[config.mk]
export PLATFORM = sky130hd
export DESIGN_NAME = pll_lock_ctrl_flat
export DESIGN_NICKNAME = d
export VERILOG_FILES = /design/src/rtl/pll_lock_ctrl_if.sv /design/src/rtl/pll_lock_ctrl.sv /design/src/flat_wrapper.sv
export SDC_FILE = /design/constraint.sdc
export NUM_CORES = 1
export LEC_CHECK = 0
export BUFFER_PORTS_ARGS = -buffer_cell sky130_fd_sc_hd__buf_2
export CAP_MARGIN = 20
export CORE_MARGIN = 2
export CORE_UTILIZATION = 28
export CTS_CLUSTER_SIZE = 12
export DETAILED_ROUTE_END_ITERATION = 12
export PLACE_DENSITY = 0.5
export SLEW_MARGIN = 20
export SYNTH_ARGS = -nofsm -noshare
export SYNTH_HDL_FRONTEND = slang
export SYNTH_SLANG_ARGS = --single-unit
export TNS_END_PERCENT = 30
[constraint.sdc]
create_clock -name clkin -period 2.46 [get_ports clkin]
set_clock_uncertainty 0.15 [all_clocks]
set_input_delay 0.246 -clock clkin [delete_from_list [all_inputs] [get_ports clkin]]
set_output_delay 0.246 -clock clkin [all_outputs]
set_load 0.03 [all_outputs]
[src/rtl/pll_lock_ctrl_if.sv]
// Signal bundle between the PLL lock sequencer and its surroundings.
// The slave side is the sequencer; the master side drives lock and relock requests.
interface pll_lock_ctrl_if #(
  parameter int unsigned MAX_RETRY = 3
);
  localparam int unsigned RetryW = (MAX_RETRY > 0) ? $clog2(MAX_RETRY + 1) : 1;

  logic              lock;
  logic              relock_req;
  logic              pll_reset;
  logic              sys_rst;
  logic              locked;
  logic              fail;
  logic [RetryW-1:0] retry_cnt;
  logic [7:0]        loss_cnt;

  modport master (
    output lock, relock_req,
    input  pll_reset, sys_rst, locked, fail, retry_cnt, loss_cnt
  );

  modport slave (
    input  lock, relock_req,
    output pll_reset, sys_rst, locked, fail, retry_cnt, loss_cnt
  );
endinterface

[src/rtl/pll_lock_ctrl.sv]
// PLL reset/lock sequencer: pulses PLL reset, waits for a debounced lock with timeout and
// bounded retry, and holds the downstream pipeline in reset until the PLL output is stable.
module pll_lock_ctrl #(
  parameter int unsigned RST_CYCLES   = 16,
  parameter int unsigned LOCK_TIMEOUT = 65536,
  parameter int unsigned LOCK_STABLE  = 1024,
  parameter int unsigned MAX_RETRY    = 3
) (
  input logic            clkin,
  input logic            reset,
  pll_lock_ctrl_if.slave bus
);
  localparam int unsigned PrstW  = $clog2(RST_CYCLES + 1);
  localparam int unsigned TmrW   = $clog2(LOCK_TIMEOUT);
  localparam int unsigned StabW  = $clog2(LOCK_STABLE + 1);
  localparam int unsigned RetryW = (MAX_RETRY > 0) ? $clog2(MAX_RETRY + 1) : 1;

  typedef enum logic [2:0] {StPrst, StWait, StStab, StRun, StFail} state_e;

  state_e            state_q, state_d;
  logic [PrstW-1:0]  prst_cnt_q, prst_cnt_d;
  logic [TmrW-1:0]   tmr_q, tmr_d;
  logic [StabW-1:0]  stab_cnt_q, stab_cnt_d;
  logic [RetryW-1:0] retry_q, retry_d;
  logic [7:0]        loss_q, loss_d;
  logic              lock_m, lock_s;
  logic              pll_reset_q, sys_rst_q, locked_q, fail_q;
  logic              timeout, clear_timers;

  always_ff @(posedge clkin or posedge reset) begin
    if (reset) begin
      lock_m <= 1'b0;
      lock_s <= 1'b0;
    end else begin
      lock_m <= bus.lock;
      lock_s <= lock_m;
    end
  end

  always_ff @(posedge clkin or posedge reset) begin
    if (reset) begin
      state_q    <= StPrst;
      prst_cnt_q <= '0;
      tmr_q      <= '0;
      stab_cnt_q <= '0;
      retry_q    <= '0;
      loss_q     <= '0;
    end else begin
      state_q    <= state_d;
      prst_cnt_q <= prst_cnt_d;
      tmr_q      <= tmr_d;
      stab_cnt_q <= stab_cnt_d;
      retry_q    <= retry_d;
      loss_q     <= loss_d;
    end
  end

  always_comb begin
    state_d      = state_q;
    prst_cnt_d   = prst_cnt_q;
    tmr_d        = tmr_q;
    stab_cnt_d   = stab_cnt_q;
    retry_d      = retry_q;
    loss_d       = loss_q;
    timeout      = 1'b0;
    clear_timers = 1'b0;
    if (bus.relock_req) begin
      state_d      = StPrst;
      retry_d      = '0;
      clear_timers = 1'b1;
    end else begin
      unique case (state_q)
        StPrst: begin
          if (prst_cnt_q == PrstW'(RST_CYCLES - 1)) begin
            state_d      = StWait;
            clear_timers = 1'b1;
          end else begin
            prst_cnt_d = prst_cnt_q + PrstW'(1);
          end
        end
        StWait: begin
          tmr_d = tmr_q + TmrW'(1);
          if (tmr_q == TmrW'(LOCK_TIMEOUT - 1)) begin
            timeout = 1'b1;
          end else if (lock_s) begin
            state_d    = StStab;
            stab_cnt_d = '0;
          end
        end
        StStab: begin
          tmr_d = tmr_q + TmrW'(1);
          // Completing the stable count beats a timeout landing on the same cycle.
          if (lock_s && (stab_cnt_q == StabW'(LOCK_STABLE - 1))) begin
            state_d      = StRun;
            retry_d      = '0;
            clear_timers = 1'b1;
          end else if (tmr_q == TmrW'(LOCK_TIMEOUT - 1)) begin
            timeout = 1'b1;
          end else if (!lock_s) begin
            state_d    = StWait;
            stab_cnt_d = '0;
          end else begin
            stab_cnt_d = stab_cnt_q + StabW'(1);
          end
        end
        StRun: begin
          if (!lock_s) begin
            state_d      = StPrst;
            clear_timers = 1'b1;
            if (loss_q != 8'hFF) loss_d = loss_q + 8'd1;
          end
        end
        StFail:  state_d = StFail;
        default: state_d = StPrst;
      endcase
      if (timeout) begin
        clear_timers = 1'b1;
        if (retry_q == RetryW'(MAX_RETRY)) begin
          state_d = StFail;
        end else begin
          retry_d = retry_q + RetryW'(1);
          state_d = StPrst;
        end
      end
    end
    if (clear_timers) begin
      prst_cnt_d = '0;
      tmr_d      = '0;
      stab_cnt_d = '0;
    end
  end

  // Outputs are registered from the next state so they change with state_q, glitch-free.
  always_ff @(posedge clkin or posedge reset) begin
    if (reset) begin
      pll_reset_q <= 1'b1;
      sys_rst_q   <= 1'b1;
      locked_q    <= 1'b0;
      fail_q      <= 1'b0;
    end else begin
      pll_reset_q <= (state_d == StPrst) || (state_d == StFail);
      sys_rst_q   <= (state_d != StRun);
      locked_q    <= (state_d == StRun);
      fail_q      <= (state_d == StFail);
    end
  end

  assign bus.pll_reset = pll_reset_q;
  assign bus.sys_rst   = sys_rst_q;
  assign bus.locked    = locked_q;
  assign bus.fail      = fail_q;
  assign bus.retry_cnt = retry_q;
  assign bus.loss_cnt  = loss_q;
endmodule

[src/flat_wrapper.sv]
// flat-port wrapper written by rule: the top's interface ports become plain ports
module pll_lock_ctrl_flat 
#(
  parameter int unsigned RST_CYCLES   = 16,
  parameter int unsigned LOCK_TIMEOUT = 65536,
  parameter int unsigned LOCK_STABLE  = 1024,
  parameter int unsigned MAX_RETRY    = 3
)
  (clkin, reset, bus_lock, bus_relock_req, bus_pll_reset, bus_sys_rst, bus_locked, bus_fail, bus_retry_cnt, bus_loss_cnt);
  pll_lock_ctrl_if #(.MAX_RETRY(MAX_RETRY)) bus_i ();
  input logic clkin;
  input logic reset;
  input wire logic [$bits(bus_i.lock)-1:0] bus_lock;
  input wire logic [$bits(bus_i.relock_req)-1:0] bus_relock_req;
  output wire logic [$bits(bus_i.pll_reset)-1:0] bus_pll_reset;
  output wire logic [$bits(bus_i.sys_rst)-1:0] bus_sys_rst;
  output wire logic [$bits(bus_i.locked)-1:0] bus_locked;
  output wire logic [$bits(bus_i.fail)-1:0] bus_fail;
  output wire logic [$bits(bus_i.retry_cnt)-1:0] bus_retry_cnt;
  output wire logic [$bits(bus_i.loss_cnt)-1:0] bus_loss_cnt;
  assign bus_i.lock = bus_lock;
  assign bus_i.relock_req = bus_relock_req;
  assign bus_pll_reset = bus_i.pll_reset;
  assign bus_sys_rst = bus_i.sys_rst;
  assign bus_locked = bus_i.locked;
  assign bus_fail = bus_i.fail;
  assign bus_retry_cnt = bus_i.retry_cnt;
  assign bus_loss_cnt = bus_i.loss_cnt;
  pll_lock_ctrl #(.RST_CYCLES(RST_CYCLES), .LOCK_TIMEOUT(LOCK_TIMEOUT), .LOCK_STABLE(LOCK_STABLE), .MAX_RETRY(MAX_RETRY)) u_core (.clkin(clkin), .reset(reset), .bus(bus_i));
endmodule
==> results of run 1 <==
-- worst register-to-register path, cell delays in order (launching register included) --
cell,delay (ns)
dfrtp_1,0.43
ha_2,0.22
nand3_1,0.10
or2_1,0.28
o41ai_2,0.32
buf_4,0.17
o21ai_1,0.05
nand3b_4,0.16
buf_12,0.17
nor3_2,0.19
-- sequential cells by signal, summed over array words and instances (netlist names), 2 cells and up --
signal and count:
u_core.bus.retry_cnt 2, u_core.stab_cnt_q 11, u_core.prst_cnt_q 5, u_core.tmr_q 16, u_core.bus.loss_cnt 8, u_core.state_q 3
-- through the flow --
stage	total power, mW	std cells	util, %	instance area, um^2	hold WS, ns
2_1_floorplan	0.913	270	-	2660	0.127
3_3_place_gp	0.938	420	32.1	2970	0.186
3_5_place_dp	0.939	420	32.1	2970	0.195
4_1_cts	1.42	430	33.2	3070	0.0474
5_1_grt	1.46	430	33.4	3080	0.0438
6_report	1.40	430	33.4	3080	0.0588
-- where the power goes --
group,internal [mW],switching (mW)
sequential,0.846,0.00829
clock,0.196,0.280
combinational,0.0221,0.0448
-- worst min path at each step --
stage / slack, ns / to / depth (start not counted)
after floorplan: 0.13 / u_core.lock_m$_DFF_PP0_ / 0
after global placement: 0.19 / u_core.lock_s$_DFF_PP0_ / 0
after detailed placement: 0.20 / u_core.prst_cnt_q[3]$_DFFE_PP0P_ / 2
after CTS: 0.05 / u_core.bus.retry_cnt[1]$_DFF_PP0_ / 2
after global routing: 0.04 / u_core.bus.retry_cnt[0]$_DFF_PP0_ / 2
final: 0.06 / u_core.bus.retry_cnt[0]$_DFF_PP0_ / 2
-- logic make-up after synthesis --
group / after synthesis / synth area share, %
buffers and inverters: 14 / 2.78
and+or+nand+nor: 127 / 24.6
DFF: 51 / 48.2
xor gates and xnor gates: 25 / 8.25
AOI/OAI and AO/OA: 42 / 11.4
muxes: 5 / 1.93
adders and majority gates: 6 / 2.83
-- Yosys cell counts (3+ instances only) --
cell / instances
mux2i_1: 4
inv_1: 6
ha_1: 6
and3_1: 4
nor2_1: 48
nand4_1: 12
xnor2_1: 10
and4_1: 3
nand3b_1: 3
nor3_1: 5
nor3_2: 5
a21oi_1: 11
o21ai_0: 6
nand3_1: 8
clkbuf_1: 3
xor2_1: 15
nand2_1: 24
nand2b_1: 4
a41oi_1: 4
dfrtp_1: 49
-- routing by layer --
| metal | vias to the layer above | track usage [%] | part of all wire (%) |
|---|---|---|---|
| met2 | 10 | 17.8 | 48 |
| met3 | 2 | 2.55 | 1.9 |
| met4 | 0 | 3.12 | 0.60 |
| met1 | 946 | 14.5 | 50 |
| li1 | 1005 | - | - |
| met5 | - | 0 | 0 |
-- cell usage in the layout (no fill, tap or decap), types with 2 or more instances in the layout --
cell type,netlist,final
a211o_1,2,2
buf_12,0,2
nand2b_1,4,4
dfrtp_1,49,49
xnor2_1,10,10
o21ai_0,6,6
dlygate4sd3_1,0,2
nor2_1,48,48
nand2_1,24,24
a22oi_1,2,2
nand4_1,12,12
a21oi_1,11,11
xor2_1,15,15
inv_1,6,5
buf_2,2,17
clkbuf_8,0,5
and3_1,4,4
ha_1,6,5
nand3b_1,3,3
nor4_1,2,2
clkinv_2,0,3
mux2i_1,4,4
o21ai_1,2,2
or2_1,2,2
a41oi_1,4,4
a211oi_2,2,3
nor3_1,5,5
or3_1,2,2
nand3_1,8,8
buf_4,1,10
dfstp_2,2,2
nor3_2,5,5
and4_1,3,3
-- area by class of cell --
cell class | instances | share of cell area, %
Clock buffer | 5 | 2.23
Timing Repair Buffer | 31 | 7.14
Tap cell | 129 | 5.23
Inverter | 6 | 0.730
Sequential cell | 51 | 41.5
Clock inverter | 3 | 0.487
Multi-Input combinational cell | 205 | 42.7
-- repair_timing --
| item | 4_1_cts | 5_1_grt |
|---|---|---|
| hold buffers | 2 | 0 |
| hold endpoints to repair | 24 | 0 |
| endpoints found under the setup margin | 0 | 6 |
| gates resized for setup | 0 | 3 |
==> reports/qor.csv, run 1 <==
metric;value;unit
dr.pass1.iters;4;
drive_above_1_share;19.3;%
critPathTopFamily;simple AND/OR/NAND/NOR gates;
ir_drop;0.000218;V
synth-seq-cells;51;
cp.arrival;2.39;ns
wl;5150;um
die_h;101;um
clock_latency;0.30;ns
syn_inst;270;
postCtsSetupRepairBufs;0;
finalSetupViolCount;0;
dp_slack;0.127;ns
worst_slack;0.139;ns
endpoint_kind;flop;
core;0.00924;mm^2
rows;35;
maxSlewHeadroom;61.9;%
routedWlPerCell;12.0;um
path_clk_slew;0.09;ns
grt_max_degree;33;
place_hpwl;3700;um
port_buffers;17;
gp_congestion;0.812;
drv_slew;0;
crit_cells;9;
cpPeakStageDelay;0.43;ns
critPathRequiredTime;2.53;ns
rsz0062_at_grt;yes;
crit_type;reg2reg;
areaGrowthSynthToFinish;16.2;%
start_util;28.7;%
netlist_area;0.00266;mm^2
async_flop_share;100;%
synth_cell_types;49;
tns;0;ns
antennaDiodeCount;0;
ys.flop_type;dfrtp_1;
clk_path_buf_depth;2;
min_period;2.32;ns
antenna_left;0;
regToRegEndpoint;u_core.stab_cnt_q[7]$_DFFE_PP0P_;
leakage;1.30;nW
cp-startpoint;u_core.stab_cnt_q[0]$_DFFE_PP0P_;
finalCritPeriodShare;94.4;%
cts_buffers;5;
worstPathCellList;ha_2 -> nand3_1 -> or2_1 -> o41ai_2 -> buf_4 -> o21ai_1 -> nand3b_4 -> buf_12 -> nor3_2;
fillers;952;
worstSetupStartpointType;flop;
crit_end;u_core.stab_cnt_q[7]$_DFFE_PP0P_;
htreeDepth;2;
power_density;453;mW/mm^2
clock.fmax;0.431;GHz
reg2reg_from;u_core.stab_cnt_q[0]$_DFFE_PP0P_;
synthesis.nets;280;
die_w;101;um
io_pins;18;
grt_overflow;0;
grt_pass1_vias;1930;
drt_iter0_markers;90;
cp_slowest_cell;dfrtp_1;
multi_input_area;0.00132;mm^2
routed_via_density;4.57;
status;finished clean;
regArea;0.00128;mm^2
vias;1963;
layout.nets;310;
reg2reg_slack;0.14;ns
syn_avg_cell_area;9.83;um^2
grt_first_pass_wirelength;8990;um
yosysTopAreaCell;dfrtp_1;
cts_tree;yes;
path_buf_inv;2;
worstHoldStart;bus_relock_req;
r2r_cells;9;
hp-class;in2reg;
dieArea;0.0103;mm^2
hold_viol;0;
ys_seq_area_share;48.2;%
clkSinkCount;51;
worstPathMaxFanout;32;
max-cap-violations;0;
grtUsageTotal;10.9;%
synthTopCellsByArea;dfrtp_1 (46%), nor2_1 (6.8%), xor2_1 (4.9%);
synth_top_area_share;46.2;%
clk_root_buffer_cell;clkbuf_8;
antenna_found_initial;0;
route.detailed.drc;0;
ys_warn_count;0;
tightest_slew;0.571;ns
synth_edf_count;0;
(Power assumes the default switching activity.)
==> run 2: changes to the inputs <==
--- a/config.mk
+++ b/config.mk
@@ -12,6 +12,7 @@
 export CTS_CLUSTER_SIZE = 12
 export DETAILED_ROUTE_END_ITERATION = 12
 export PLACE_DENSITY = 0.5
+export RECOVER_POWER = 50
 export SLEW_MARGIN = 20
 export SYNTH_ARGS = -nofsm -noshare
 export SYNTH_HDL_FRONTEND = slang
==> run 2 against run 1 <==
Effect of this change:
- register-to-register slack is essentially flat
- clock-buffer cell count is the same
- power shrank 0.28%
- sequential power is essentially flat
- cell area shrank 0.73%
- clock power is essentially flat
- critical path depth is the same
- non-clock buffer count is the same
- flip-flop and latch count is the same
- utilization shrank 0.24 points
- cell count is the same
- critical endpoint unchanged
- highest routed layer unchanged
==> reports/qor.csv, run 2 (synthesized netlist as in run 1, its figures left out) <==
metric;value;unit
reg2reg_slack;0.14;ns
core;0.00924;mm^2
p_sw_share;23.8;%
r2r_cells;9;
grt_overflow;0;
routed_via_density;4.57;
hold_viol;0;
crit_end;u_core.stab_cnt_q[7]$_DFFE_PP0P_;
wl;5160;um
pwr-share-comb;4.6;%
start_util;28.7;%
worstHoldStart;bus_relock_req;
regToRegEndpoint;u_core.stab_cnt_q[7]$_DFFE_PP0P_;
antenna_found_initial;0;
routedWlPerCell;12.0;um
layout_commonest_cell;dfrtp_1;
maxSlewHeadroom;35.2;%
clock_latency;0.30;ns
antenna_left;0;
route.detailed.drc;0;
die_w;101;um
status;finished clean;
min_period;2.32;ns
areaGrowthSynthToFinish;15.3;%
clk_root_buffer_cell;clkbuf_8;
rows;35;
critPathRequiredTime;2.53;ns
reg2reg_from;u_core.stab_cnt_q[0]$_DFFE_PP0P_;
layout.cells.most_common_list;dfrtp_1 (49), nor2_1 (48), nand2_1 (24);
clk_path_buf_depth;2;
drive_above_1_share;16.9;%
tightest_slew;0.971;ns
hp-class;in2reg;
vias;1963;
ir_drop;0.000218;V
tns;0;ns
htreeDepth;2;
finalSetupViolCount;0;
leakage;1.28;nW
largest_register;u_core.tmr_q;
dieArea;0.0103;mm^2
worstSetupStartpointType;flop;
hold_ws;0.0612;ns
io_pins;18;
p_sw;332;uW
drv_slew;0;
crit_type;reg2reg;
clkPwrFrac;34.1;%
grt_max_degree;33;
cp.arrival;2.39;ns
worst_slack;0.139;ns
layout.nets;310;
rsz0062_at_grt;yes;
max-cap-violations;0;
p_int;1.06;mW
clkSinkCount;51;
endpoint_kind;flop;
largest_reg_flops;16;
drt_iter0_markers;85;
final_core_util;33.1;%
gp_congestion;0.812;
finalCritPeriodShare;94.3;%
worstPathMaxFanout;32;
cp-startpoint;u_core.stab_cnt_q[0]$_DFFE_PP0P_;
path_clk_slew;0.09;ns
cts_tree;yes;
grt_pass1_vias;1930;
clock.fmax;0.431;GHz
antennaDiodeCount;0;
dp_slack;0.127;ns
fillers;957;
die_h;101;um
dr.pass1.iters;4;
grt_first_pass_wirelength;8990;um
port_buffers;17;
pwr-share-seq;61.3;%
cts_buffers;5;
grtUsageTotal;10.9;%
power_density;455;mW/mm^2
place_hpwl;3700;um
[run 2: changes by cell type in the layout (fill, tap and decap cells not counted)]
cell      change
buf_2         -6
clkbuf_1      +6
clkbuf_2      +1
inv_2         -1
buf_12        -1
inv_1         +1
[run 2: worst max-delay path, cell delays in order, from the launching register on]
cell	delay (ns)
dfrtp_1	0.43
ha_2	0.22
nand3_1	0.10
or2_1	0.28
o41ai_2	0.32
buf_4	0.17
o21ai_1	0.05
nand3b_4	0.16
buf_12	0.17
nor3_2	0.18
[run 2: how the worst min path moves through the flow]
stage	end	slack (ns)	cells past startpoint
finish	u_core.bus.retry_cnt[0]$_DFF_PP0_	0.06	2
global route	u_core.bus.retry_cnt[0]$_DFF_PP0_	0.04	2
CTS	u_core.bus.retry_cnt[1]$_DFF_PP0_	0.05	2
detailed placement	u_core.prst_cnt_q[3]$_DFFE_PP0P_	0.20	2
global placement	u_core.lock_s$_DFF_PP0_	0.19	0
floorplan	u_core.lock_m$_DFF_PP0_	0.13	0
[run 2: power groups by stage]
stage | Sequential (mW) | Clock [mW] | Combinational (mW)
6_report | 0.855 | 0.475 | 0.0635
5_1_grt | 0.856 | 0.531 | 0.0731
4_1_cts | 0.854 | 0.498 | 0.0701
3_5_place_dp | 0.871 | 0 | 0.0676
3_3_place_gp | 0.871 | 0 | 0.0673
2_1_floorplan | 0.874 | 0 | 0.0391
[run 2: timing repair]
action	in CTS	in global routing
buffers inserted	0	0
resized for setup	0	3
endpoints found under the hold margin	24	0
setup endpoints to repair	0	6
hold buffers	2	0
[run 2: cell type report]
type / instances / area (um^2) / share of cell area [%]
clock inverter: 3 / 15.0 / 0.490
multi-input combinational: 205 / 1320 / 43.0
sequential: 51 / 1280 / 41.8
tap: 129 / 161 / 5.27
inverter: 6 / 22.5 / 0.736
clock buffer: 5 / 68.8 / 2.25
timing repair buffer: 31 / 198 / 6.46
[run 2: through the flow]
stage	cells	instance area [um^2]	power [mW]
CTS	430	3070	1.42
detailed placement	420	2970	0.939
finish	430	3060	1.39
global placement	420	2970	0.938
floorplan	270	2660	0.913
global route	430	3060	1.46
[run 2: routing by layer]
metal | track usage [%] | share of wire [%]
met5 | 0 | 0
met4 | 3.12 | 0.60
met3 | 2.55 | 2.2
met2 | 17.8 | 47
met1 | 14.5 | 50
==> run 3: changes to the inputs <==
--- a/config.mk
+++ b/config.mk
@@ -9,9 +9,8 @@
 export CAP_MARGIN = 20
 export CORE_MARGIN = 2
 export CORE_UTILIZATION = 28
-export CTS_CLUSTER_SIZE = 12
 export DETAILED_ROUTE_END_ITERATION = 12
-export PLACE_DENSITY = 0.5
+export PLACE_DENSITY = 0.48
 export RECOVER_POWER = 50
 export SLEW_MARGIN = 20
 export SYNTH_ARGS = -nofsm -noshare
==> constraint.sdc (replaced) <==
create_clock -name clkin -period 2.7 [get_ports clkin]
set_clock_uncertainty 0.15 [all_clocks]
set_input_delay 0 -clock clkin [delete_from_list [all_inputs] [get_ports clkin]]
set_output_delay 0 -clock clkin [all_outputs]
set_load 0.03 [all_outputs]
==> run 3 against run 2 <==
Effect of this change:
- via count up 0.31%
- power down 0.22%
- fmax about the same
- global-route usage up 0.35 points
==> reports/qor.csv, run 3 (synthesized netlist as in run 1, its figures left out) <==
metric;value;unit
status;finished clean;
layout_commonest_cell;dfrtp_1;
clock_latency;0.30;ns
crit_type;reg2reg;
postCtsSetupRepairBufs;0;
cp_slowest_cell;or4_4;
rsz0062_at_grt;no;
largest_reg_flops;16;
routed_via_density;4.60;
worstSetupStartpointType;flop;
tns;0;ns
clkPwrFrac;39.8;%
multi_input_area;0.00130;mm^2
clk_path_buf_depth;2;
endpoint_kind;flop;
vias;1969;
layout.nets;308;
clkSinkCount;51;
instances_no_fill;428;
clock.fmax;0.431;GHz
worst_slack;0.381;ns
dp.cells;417;
cp.arrival;2.40;ns
maxSlewHeadroom;16.5;%
dr.pass1.iters;4;
antenna_found_initial;0;
gp_congestion;0.774;
hold_viol;0;
finalCritPeriodShare;85.9;%
antennaDiodeCount;0;
drv_slew;0;
grt_max_degree;52;
grtUsageTotal;11.2;%
ir_drop;0.000233;V
critPathRequiredTime;2.78;ns
min_period;2.32;ns
hp-class;in2reg;
grt_overflow;0;
p_sw;301;uW
htreeDepth;2;
drt_iter0_markers;59;
route.detailed.drc;0;
cts_tree;yes;
dp_slack;0.376;ns
place_hpwl;3680;um
die_h;101;um
pwr-share-comb;4.2;%
dieArea;0.0103;mm^2
max-cap-violations;0;
rows;35;
core;0.00924;mm^2
leakage;1.27;nW
grt_pass1_vias;1946;
worstPathMaxFanout;11;
largest_register;u_core.tmr_q;
routedWlPerCell;12.3;um
finalSetupViolCount;0;
grt_first_pass_wirelength;9370;um
final_core_util;33.2;%
worstPathCellList;ha_1 -> nand3_1 -> or2_1 -> or4_4 -> o21ai_2 -> nor2_1 -> nor3_2;
cpPeakStageDelay;0.55;ns
path_clk_slew;0.09;ns
drive_above_1_share;14.4;%
power_density;454;mW/mm^2
p_sw_share;21.6;%
p_int;1.09;mW
pwr-share-seq;56.0;%
start_util;28.7;%
tightest_slew;1.25;ns
cts.repair.resized;0;
areaGrowthSynthToFinish;15.4;%
io_pins;18;
die_w;101;um
postCtsHoldBufs;3;
antenna_left;0;
regArea;0.00128;mm^2
clk_root_buffer_cell;clkbuf_8;
port_buffers;17;
layout.cells.most_common_list;dfrtp_1 (49), nor2_1 (48), nand2_1 (24);
fillers;973;
cts_buffers;5;
wl;5260;um
-- run 3: final cells by class --
cell class | instances | area share (%)
Clock buffer | 6 | 2.69
Clock inverter | 2 | 1.14
Inverter | 6 | 0.735
Multi-Input combinational cell | 205 | 42.5
Sequential cell | 51 | 41.7
Tap cell | 129 | 5.27
Timing Repair Buffer | 29 | 5.92
-- run 3: layer usage --
metal	GRT usage [%]	vias to the layer above	share of wire (%)
li1	-	1002	-
met1	15.9	940	50
met2	17.6	22	46
met3	2.21	5	2.8
met4	3.12	0	1.1
met5	0	-	0
-- run 3: path summary, 6_finish.rpt --
| path | cells past startpoint | startpoint | endpoint | slack, ns |
|---|---|---|---|---|
| setup / recovery | 7 | u_core.stab_cnt_q[0]$_DFFE_PP0P_ | u_core.stab_cnt_q[4]$_DFFE_PP0P_ | 0.38 |
| min in group asynchronous | 4 | reset | u_core.state_q[0]$_DFF_PP0_ | 0.51 |
| max in group asynchronous | 4 | reset | u_core.stab_cnt_q[4]$_DFFE_PP0P_ | 1.14 |
| hold reg to reg | 0 | u_core.lock_m$_DFF_PP0_ | u_core.lock_s$_DFF_PP0_ | 0.21 |
| hold / removal | 2 | bus_lock | u_core.lock_m$_DFF_PP0_ | 0.19 |
| setup reg to reg | 7 | u_core.stab_cnt_q[0]$_DFFE_PP0P_ | u_core.stab_cnt_q[4]$_DFFE_PP0P_ | 0.38 |
-- run 3: power by group through the flow --
stage	Sequential (mW)	Clock, mW	Combinational (mW)
final	0.779	0.553	0.0584
after global routing	0.780	0.614	0.0672
after global placement	0.793	0	0.0590
after detailed placement	0.794	0	0.0585
after floorplan	0.797	0	0.0356
after CTS	0.779	0.574	0.0620
-- run 3: per-stage QoR --
stage	total power [mW]	hold WS [ns]	instance area, um^2
finish	1.39	0.190	3060
global route	1.46	0.176	3060
CTS	1.41	0.176	3080
global placement	0.852	-0.0383	2930
floorplan	0.832	-0.119	2660
detailed placement	0.852	-0.0394	2930
-- run 3: worst max-delay path: cells and delay by family (launching register included) --
family	cells	cell delay (ns)
and+or+nand+nor	5	1.22
DFF	1	0.42
adders and majority gates	1	0.23
AOI/OAI and AO/OA	1	0.22
